==> src/rtl/logic_pkg.sv <==
// Shared constants for the logic-unit leaf blocks.
//   WIDTH : default operand/result width
//   POP_W : width needed to hold a count of 0..WIDTH set bits
//   pop_w : same calculation for an arbitrary width
package logic_pkg;

  localparam int WIDTH = 8;
  localparam int POP_W = $clog2(WIDTH + 1);

  function automatic int pop_w(input int w);
    return $clog2(w + 1);
  endfunction

endpackage

==> src/rtl/popcount.sv <==
// Combinational population count, built as a recursive adder tree.
//   din   : WIDTH-bit input word
//   count : number of 1 bits in din, 0..WIDTH
module popcount
  import logic_pkg::*;
#(
  parameter int WIDTH = logic_pkg::WIDTH
) (
  input  logic [WIDTH-1:0]          din,
  output logic [pop_w(WIDTH)-1:0]   count
);

  localparam int CW = pop_w(WIDTH);

  generate
    if (WIDTH == 1) begin : g_leaf
      assign count = din;
    end else begin : g_split
      // Split into two halves; the high half takes the extra bit when WIDTH is odd.
      localparam int LO_W = WIDTH / 2;
      localparam int HI_W = WIDTH - LO_W;

      logic [pop_w(LO_W)-1:0] cnt_lo;
      logic [pop_w(HI_W)-1:0] cnt_hi;

      popcount #(.WIDTH(LO_W)) u_lo (
        .din   (din[LO_W-1:0]),
        .count (cnt_lo)
      );

      popcount #(.WIDTH(HI_W)) u_hi (
        .din   (din[WIDTH-1:LO_W]),
        .count (cnt_hi)
      );

      assign count = CW'(cnt_lo) + CW'(cnt_hi);
    end
  endgenerate

endmodule

==> src/rtl/and_gate_8bit_reg.sv <==
// Bitwise AND datapath element with a registered copy and result flags.
//   clk    : rising-edge clock for registered outputs
//   rst    : asynchronous active-high reset, clears all registers
//   en     : capture enable
//   a, b   : operands
//   y      : combinational a & b
//   y_q    : registered a & b
//   zero_q : registered "result was all zeros"
//   ones_q : registered "result was all ones"
//   pop_q  : registered count of set bits in the result
module and_gate_8bit_reg
  import logic_pkg::*;
#(
  parameter int WIDTH = logic_pkg::WIDTH
) (
  input  logic                      clk,
  input  logic                      rst,
  input  logic                      en,
  input  logic [WIDTH-1:0]          a,
  input  logic [WIDTH-1:0]          b,
  output logic [WIDTH-1:0]          y,
  output logic [WIDTH-1:0]          y_q,
  output logic                      zero_q,
  output logic                      ones_q,
  output logic [pop_w(WIDTH)-1:0]   pop_q
);

  localparam int PW = pop_w(WIDTH);

  logic          zero_d;
  logic          ones_d;
  logic [PW-1:0] pop_d;

  assign y      = a & b;
  assign zero_d = ~|y;
  assign ones_d = &y;

  popcount #(.WIDTH(WIDTH)) u_popcount (
    .din   (y),
    .count (pop_d)
  );

  // zero_q clears to 0 on reset: it means "a captured result was zero",
  // not "nothing captured yet".
  always_ff @(posedge clk or posedge rst) begin
    if (rst) begin
      y_q    <= '0;
      zero_q <= 1'b0;
      ones_q <= 1'b0;
      pop_q  <= '0;
    end else if (en) begin
      y_q    <= y;
      zero_q <= zero_d;
      ones_q <= ones_d;
      pop_q  <= pop_d;
    end
  end

endmodule

==> config.mk <==
export PLATFORM = sky130hd
export DESIGN_NAME = and_gate_8bit_reg
export DESIGN_NICKNAME = d
export VERILOG_FILES = /design/src/rtl/logic_pkg.sv /design/src/rtl/popcount.sv /design/src/rtl/and_gate_8bit_reg.sv
export SDC_FILE = /design/constraint.sdc
export NUM_CORES = 1
export LEC_CHECK = 0
export ABC_AREA = 1
export CORE_MARGIN = 1.5
export CORE_UTILIZATION = 40
export CTS_CLUSTER_DIAMETER = 100
export CTS_CLUSTER_SIZE = 14
export DETAILED_ROUTE_END_ITERATION = 8
export PLACE_DENSITY_LB_ADDON = 0.25
export SYNTH_ARGS = -nofsm -noshare
export SYNTH_HDL_FRONTEND = slang
export SYNTH_SLANG_ARGS = --single-unit
==> constraint.sdc <==
create_clock -name clk -period 0.8 [get_ports clk]
set_clock_uncertainty 0.05 [all_clocks]
set_input_delay 0.16 -clock clk [delete_from_list [all_inputs] [get_ports clk]]
set_output_delay 0.16 -clock clk [all_outputs]
set_load 0.01 [all_outputs]
Word-level counts from Yosys, hierarchy flattened
Cells that the tools add are included.
- bitwise operators: 1
- reductions and logical operators: 3
- add/sub/neg operators: 7
- operators by type and width (operator ; number):
    1-bit by 1-bit adder with 2-bit output ; 4
    8-bit bitwise AND ; 1
    8-bit AND reduction ; 1
    8-bit OR reduction ; 1
    2-bit by 2-bit adder with 3-bit output ; 2
    3-bit by 3-bit adder with 4-bit output ; 1
    1-bit zero test ; 1
- logic and storage cells: 15
- output and inout port bits: 22
- input port bits: 19
- flip-flop bits (word level): 14

Depth between registers and ports, before layout
- depth after elaboration: 4
- gate-level depth with buffers: 12

Hierarchy
A second synthesis with hierarchy kept.
- cell total of the unflattened synthesis: 117
- area total of the unflattened synthesis: 933.4 µm²
- by module, submodules not included (module ; area an instance (µm²) ; seq. area each (µm²) ; cells each ; instances):
    and_gate_8bit_reg ; 621.8 ; 350.3 ; 78 ; 1
    popcount at u_popcount.g_split.u_hi ... ; 51.3 ; 0.0 ; 7 ; 2
    popcount at u_popcount ; 98.8 ; 0.0 ; 13 ; 1
    popcount at u_popcount.g_split.u_hi.g_split.u_hi.g_split.u_hi ... ; 7.5 ; 0.0 ; 1 ; 8
    popcount at u_popcount.g_split.u_hi.g_split.u_hi ... ; 12.5 ; 0.0 ; 1 ; 4

Least setup slack after synthesis
Ideal clock, no wire load.
- path type: in2reg
- start point: in a[1]
- end point: reg pop_q[2]
- arrival: 2.624 ns
- required time: 0.631 ns
- buffers on the path: 0
- slack: -1.993 ns
- cell stages on the path: 12
- path through: nand2_1 inv_1 fa_1 inv_1 fa_1 fa_1 inv_1 ha_1 inv_1 fa_1 xor2_1 o21ai_2
- word-level cells in the longest chain between the ends: 4
- ends and longest elaborated chain (item ; line ; source):
    start, declared ; and_gate_8bit_reg.sv:19 ; input logic [WIDTH-1:0] a,
    8-bit bitwise AND ; and_gate_8bit_reg.sv:34 ; assign y = a & b;
    named net u_popcount.g_split.u_lo.g_split.u_lo.g_split.cnt_hi ; popcount.sv:24 ; logic [pop_w(HI_W)-1:0] cnt_hi;
    1-bit by 1-bit adder with 2-bit output ; popcount.sv:36 ; assign count = CW'(cnt_lo) + CW'(cnt_hi);
    2-bit by 2-bit adder with 3-bit output ; popcount.sv:36 ;
    3-bit by 3-bit adder with 4-bit output ; popcount.sv:36 ;
    end signal, assigned ; and_gate_8bit_reg.sv:55 ; pop_q <= pop_d;
    end, declared ; and_gate_8bit_reg.sv:25 ; output logic [pop_w(WIDTH)-1:0] pop_q
The timed path passes the listed nets, and every way through them passes these cells.
A chain may end at the register's enable or synchronous reset.

Worst setup path in the final report
- start point: in a[1]
- end point: reg pop_q[2]
- word-level cells in the longest chain between the ends: 4
- ends and longest elaborated chain (item ; line):
    8-bit bitwise AND ; and_gate_8bit_reg.sv:34
    1-bit by 1-bit adder with 2-bit output ; popcount.sv:36
    2-bit by 2-bit adder with 3-bit output ; popcount.sv:36
    3-bit by 3-bit adder with 4-bit output ; popcount.sv:36
No other way between the ends.

==> metrics.csv <==
metric,value,unit
antenna_found_initial,0,
synth_nets,129,
num_io_pins,41,
initial_core_util,43.6,%
ant_nets,0,
slew-limit-headroom,89.5,%
use_met1,22.5,%
layout_commonest_cell,buf_6,
drive_gt1_share,68.3,%
end_kind,flip-flop,
cts_buffers,3,
worst-path-max-fanout,2,
synth_top_area_share,39.7,%
clk_latency,0.27,ns
rows,16,
grt_pass1_wl,3.74,mm
cp.required,0.95,ns
worstMarginPinSlew,0.157,ns
cts_buffer_depth,2,
cp_cell_sequence,buf_8 -> nand2_8 -> inv_4 -> fa_1 -> inv_2 -> fa_1 -> fa_2 -> inv_2 -> ha_4 -> inv_2 -> fa_2 -> xor2_2 -> o21ai_2,
ys_ff_latch,14,
slew_violations,0,
drt_iter0_markers,4,
via_per_inst,4.45,
grt_usage,19.9,%
dr_total_vias,863,
finalHoldViolations,0,
syn_inst,101,
root_buffer,clkbuf_4,
fp.dieH,50.0,um
min_path_type,in2reg,
synthTopCellsByArea,"dfrtp_1 40%, nand2_1 14%, fa_1 9.1%",
start_kind,input pin,
gp_congestion,0.764,
netlist_area,882,um2
final_net_count,197,
regToRegSetupSlack,-0.08,ns
pwr_density_cell,1270,mW/mm2
cts.reportedPaths.clkPinSlew,0.09,ns
critical_path_arrival,2.78,ns
crit_buf_inv,5,
h-tree-depth,1,
yosysSeqAreaShare,39.7,%
critPathMaxStageDelay,0.54,ns
synth.distinct_cells,15,
grt_most_used_layer,met2,
critPathKind,in2reg,
setup_slack,-1.83,ns
setup-violations-final,22,
violations,setup timing,
grt_remaining_overflow,0,
cts_tree,built,
holdWs,0.125,ns
wl,2.42,mm
hold_buffers,0,
wire_per_inst,12.5,um
grt.met2_usage,36.4,%
ir_drop,0.000846,V
cellLeakagePower,0.916,nW
use_met3,3.33,%
cts_sinks,14,
firstDrtPassIters,2,
grt_max_degree,18,
numPortBuffers,40,
fp.dieW,50.0,um
fmax,380,MHz
avgSynthCellArea,8.73,um2
grt_pass1_vias,862,
drc,0,
syn2layout_area_growth,89.1,%
yosysTopAreaCell,dfrtp_1,
crit_family,adder cells,
cp_slowest_cell,fa_1,
dp_hpwl,1.60,mm
cp_common_cell,inv_2,
yosysWarnings,0,
die-area,0.00250,mm2
grt_setup_unrepaired,true,
status,"complete, but fails checks",
min_period_over_period,329,%
cap_violations,0,
core_area,0.00202,mm2
fin_crit,2.63,ns
final_cell_mix,"27 x buf_6, 22 x buf_4, 17 x buf_2",
fin_total_pwr,0.00212,W
n_antenna_cell,0,
cells by family after synthesis:
group	Yosys count	share of synthesized area, %
AO/OA/AOI/OAI	11	9.50
XOR/XNOR	1	0.993
adder cells (fa/ha/maj)	9	16.2
buffers and inverters	26	16.2
flip-flops	14	39.7
AND/OR/NAND/NOR	40	17.4
registers in the layout, indices dropped and copies added (netlist names):
signal and flops:
pop_q 4, zero_q 1, ones_q 1, y_q 8
through the flow:
step | setup TNS, ns | setup slack (ns) | area [um2] | utilization, % | instances
after floorplan | -6.67 | -1.87 | 921 | - | 101
after global placement | -24.01 | -2.43 | 1440 | 71.2 | 177
after detailed placement | -24.31 | -2.49 | 1440 | 71.2 | 177
after CTS | -9.67 | -1.87 | 1560 | 77.1 | 189
after global routing | -10.09 | -1.89 | 1670 | 82.5 | 194
final | -9.38 | -1.83 | 1670 | 82.5 | 194
power breakdown:
part / switching (W) / total [W] / internal [W]
clock network: 0.000221 / 0.000395 / 0.000174
registers: 0.0000362 / 0.000821 / 0.000785
logic: 0.000424 / 0.000908 / 0.000484
total: 0.000681 / 0.00212 / 0.00144
layout make-up:
class                           instances  area (um2)
Timing Repair Buffer                   73         658
Tap cell                               27        33.8
Multi-Input combinational cell         61         533
Inverter                               16        70.1
Sequential cell                        14         350
Fill cell                             113         354
Clock buffer                            3        22.5
routing by layer:
| layer | routed length [um] | up-vias |
|---|---|---|
| li1 | - | 434 |
| met1 | 914 | 396 |
| met2 | 1360 | 29 |
| met3 | 107 | 4 |
| met4 | 43 | 0 |
| met5 | 0 | - |
cell usage after synthesis (all sizes together):
cell type	instances
a21oi	1
buf	10
dfrtp	14
fa	4
ha	5
inv	16
nand2	32
nand3	3
nor2	5
o21a	1
o21ai	9
xor2	1
worst register-to-register path: stages (launching register included):
cell	delay [ns]
dfrtp_1	0.38
buf_4	0.13
buf_4	0.12
nand2_2	0.06
o21ai_2	0.04
final timing paths:
kind                       endpoint  cells past startpoint    from
min in group asynchronous  pop_q[1]                      3     rst
max in group asynchronous    ones_q                      3     rst
max reg2reg                  y_q[4]                      4  y_q[4]
min                          y_q[2]                      3    b[2]
max                        pop_q[2]                     13    a[1]
min reg2reg                  y_q[3]                      2  y_q[3]
timing repair:
item | CTS | global route
setup endpoints to repair | 36 | 28
pin swaps | 19 | 13
setup buffers | 27 | 11
resized for setup | 197 | 23
Note: power is estimated with default switching activity, not from simulation.
==> RTL edit: new RTL, same flow settings <==
`WIDTH`: 8 -> 16.
--- a/src/rtl/logic_pkg.sv
+++ b/src/rtl/logic_pkg.sv
@@ -5,5 +5,5 @@
 package logic_pkg;
 
-  localparam int WIDTH = 8;
+  localparam int WIDTH = 16;
   localparam int POP_W = $clog2(WIDTH + 1);
 
Interface: changed (5 resized); port bits go from 41 to 74. The function was not compared with the original's and may differ.
==> RTL edit against the unedited design <==
The flow still finishes with violations (setup timing); via count increased by 110%; area after synthesis increased by 76%; cell area increased by 90%; core utilization increased by 3.2 points; worst setup slack got worse by 0.66 ns; routed wire length increased by 150%; final cell count increased by 86%; total power increased by 130%; synthesized cell count increased by 90%; sequential cell count increased by 9; largest power group unchanged.
==> RTL edit: results (changes against the unedited design) <==
total_leakage_power_nw: 1.68  # was 0.916 nW
yosys-top-cells-count: "nand2_1, inv_1, dfrtp_1, buf_4, nor2_1"  # was nand2_1, inv_1, dfrtp_1, buf_4, o21ai_2
final_nets: 365  # was 197
violations: "setup timing"  # unchanged
cts_max_level: 1  # unchanged
clk_pin_slew_worst_paths_ns: 0.08
power_mw: 4.82  # was 2.12 mW
seq_area_frac_synth_pct: 37.0  # was 39.7%
largestRegisters: "y_q: 16 flops, pop_q: 5 flops"  # was y_q: 8 flops, pop_q: 4 flops
r2r-end: "y_q[10]"  # was y_q[4]
worstSetupStartpoint: "b[15]"  # was a[1]
numCtsBuffers: 3  # unchanged
tightest_slew_ns: 0.233  # was 0.157 ns
drt_iter0_markers: 66  # was 4
setup_ws_ns: -2.49  # was -1.83 ns
place_area_sq_um: 2630  # was 1440 sq um
p_sw_mw: 1.79  # was 0.681 mW
setup_viol: 37  # was 22
yosysUniqueCellTypes: 18  # was 15
synth_nets: 244  # was 129
clockBufferDepth: 2  # unchanged
crit_slowest_cell: "fa_1"  # unchanged
synth_area_leaders: "dfrtp_1, nand2_1, fa_1"  # unchanged
arrival_ns: 3.39  # was 2.78 ns
drive_above_1_share_pct: 68.3  # about the same
grt_usage_pct: 27.1  # was 19.9%
hp-class: "in2reg"  # unchanged
pg_clk_mw: 0.734  # was 0.395 mW
grt_pass1_vias: 1982  # was 862
seq-power_mw: 1.42  # was 0.821 mW
gp_congestion: 0.842  # was 0.764
first_pass_iters: 4  # was 2
antenna_found_initial: 0  # unchanged
numPortBuffers: 73  # was 40
peakVddDrop_uv: 903  # was 846 uV
slowest_delay_ns: 0.57  # was 0.54 ns
run_status: "complete, but fails checks"  # unchanged
reg2reg_from: "y_q[10]"  # was y_q[4]
via_per_inst: 4.96  # was 4.45
grt_max_degree: 24  # was 18
regMostFlops: "y_q"  # unchanged
maxSlewViolCount: 0  # unchanged
grt_pass1_wl_microns: 8800  # was 3740 microns
hpwl_microns: 3400  # was 1600 microns
ff2ff_setup_slack_ns: -0.09
wl_microns: 5960  # was 2420 microns
drv_cap: 0  # unchanged
r2r.worst_path.cells: 4  # unchanged
ys_async_sr_fraction_pct: 100  # unchanged
endpoint: "pop_q[2]"  # unchanged
clockRootBuffer: "clkbuf_8"  # was clkbuf_4
fillerInstances: 186  # was 113
cp_max_fo: 2  # unchanged
RTL edit: cell types whose count changed in the layout (fill, tap and decap cells not counted), moves of 5 or more:
cell | before | now
nand2_1 | 16 | 29
fa_1 | 2 | 8
buf_2 | 17 | 23
buf_6 | 27 | 69
nor2_1 | 5 | 10
dfrtp_1 | 14 | 23
nand2_4 | 7 | 14
inv_4 | 4 | 14
o21ai_0 | 0 | 6
nand2_2 | 8 | 14
buf_4 | 22 | 34
RTL edit: how the worst min path moves through the flow:
stage	cells past startpoint	end	from	slack, ns
CTS	3	y_q[6]	rst	0.17
global route	2	y_q[2]	en	0.16
floorplan	1	ones_q	rst	0.11
global placement	2	pop_q[4]	pop_q[4]	0.41
detailed placement	2	pop_q[4]	pop_q[4]	0.41
finish	2	y_q[2]	en	0.14
RTL edit: routing by layer:
| metal | GRT usage (%) | share of wire [%] | up-vias |
|---|---|---|---|
| li1 | - | - | 800 |
| met1 | 30.1 | 33 | 871 |
| met2 | 48.2 | 56 | 88 |
| met3 | 4.79 | 6.1 | 26 |
| met4 | 15.9 | 4.2 | 0 |
| met5 | 0 | 0 | - |
RTL edit: critical path: cells and delay by family:
family	cells	cell delay, ns
fa+ha+maj	6	2.55
compound gates	1	0.10
buf+inv	5	0.33
simple gates	1	0.06
xor+xnor	1	0.19
RTL edit: cells by family after synthesis:
logic type | Yosys count | share of synthesized area (%)
and+or+nand+nor | 78 | 19.1
buffers and inverters | 52 | 17.5
DFF | 23 | 37.0
AOI/OAI and AO/OA | 21 | 7.32
adders and majority gates | 17 | 18.5
xor gates and xnor gates | 1 | 0.563
RTL edit: cell type report:
type                            count  area (sq um)  share of cell area, %
Sequential cell                    23           576                   18.2
Clock buffer                        4          45.0                   1.42
Tap cell                           48          60.1                   1.90
Timing Repair Buffer              136          1300                   41.0
Inverter                           32           155                   4.91
Multi-Input combinational cell    117          1030                   32.5
RTL edit: timing repair:
| item | 4_1_cts | 5_1_grt |
|---|---|---|
| endpoints found under the setup margin | 62 | 56 |
| pin swaps | 32 | 37 |
| resized for setup | 384 | 76 |
| hold buffers | 0 | 0 |
| gates cloned | 0 | 0 |
| buffers inserted | 32 | 18 |
RTL edit: stage by stage:
| step | util [%] | setup TNS, ns | worst slack, ns | instances | hold WS (ns) |
|---|---|---|---|---|---|
| floorplan | - | -11.08 | -2.35 | 192 | 0.112 |
| global placement | 71.2 | -42.45 | -2.94 | 330 | 0.411 |
| detailed placement | 71.2 | -43.17 | -3.01 | 330 | 0.412 |
| CTS | 80.1 | -18.23 | -2.37 | 360 | 0.175 |
| global route | 85.7 | -18.05 | -2.55 | 360 | 0.158 |
| finish | 85.7 | -16.92 | -2.49 | 360 | 0.144 |
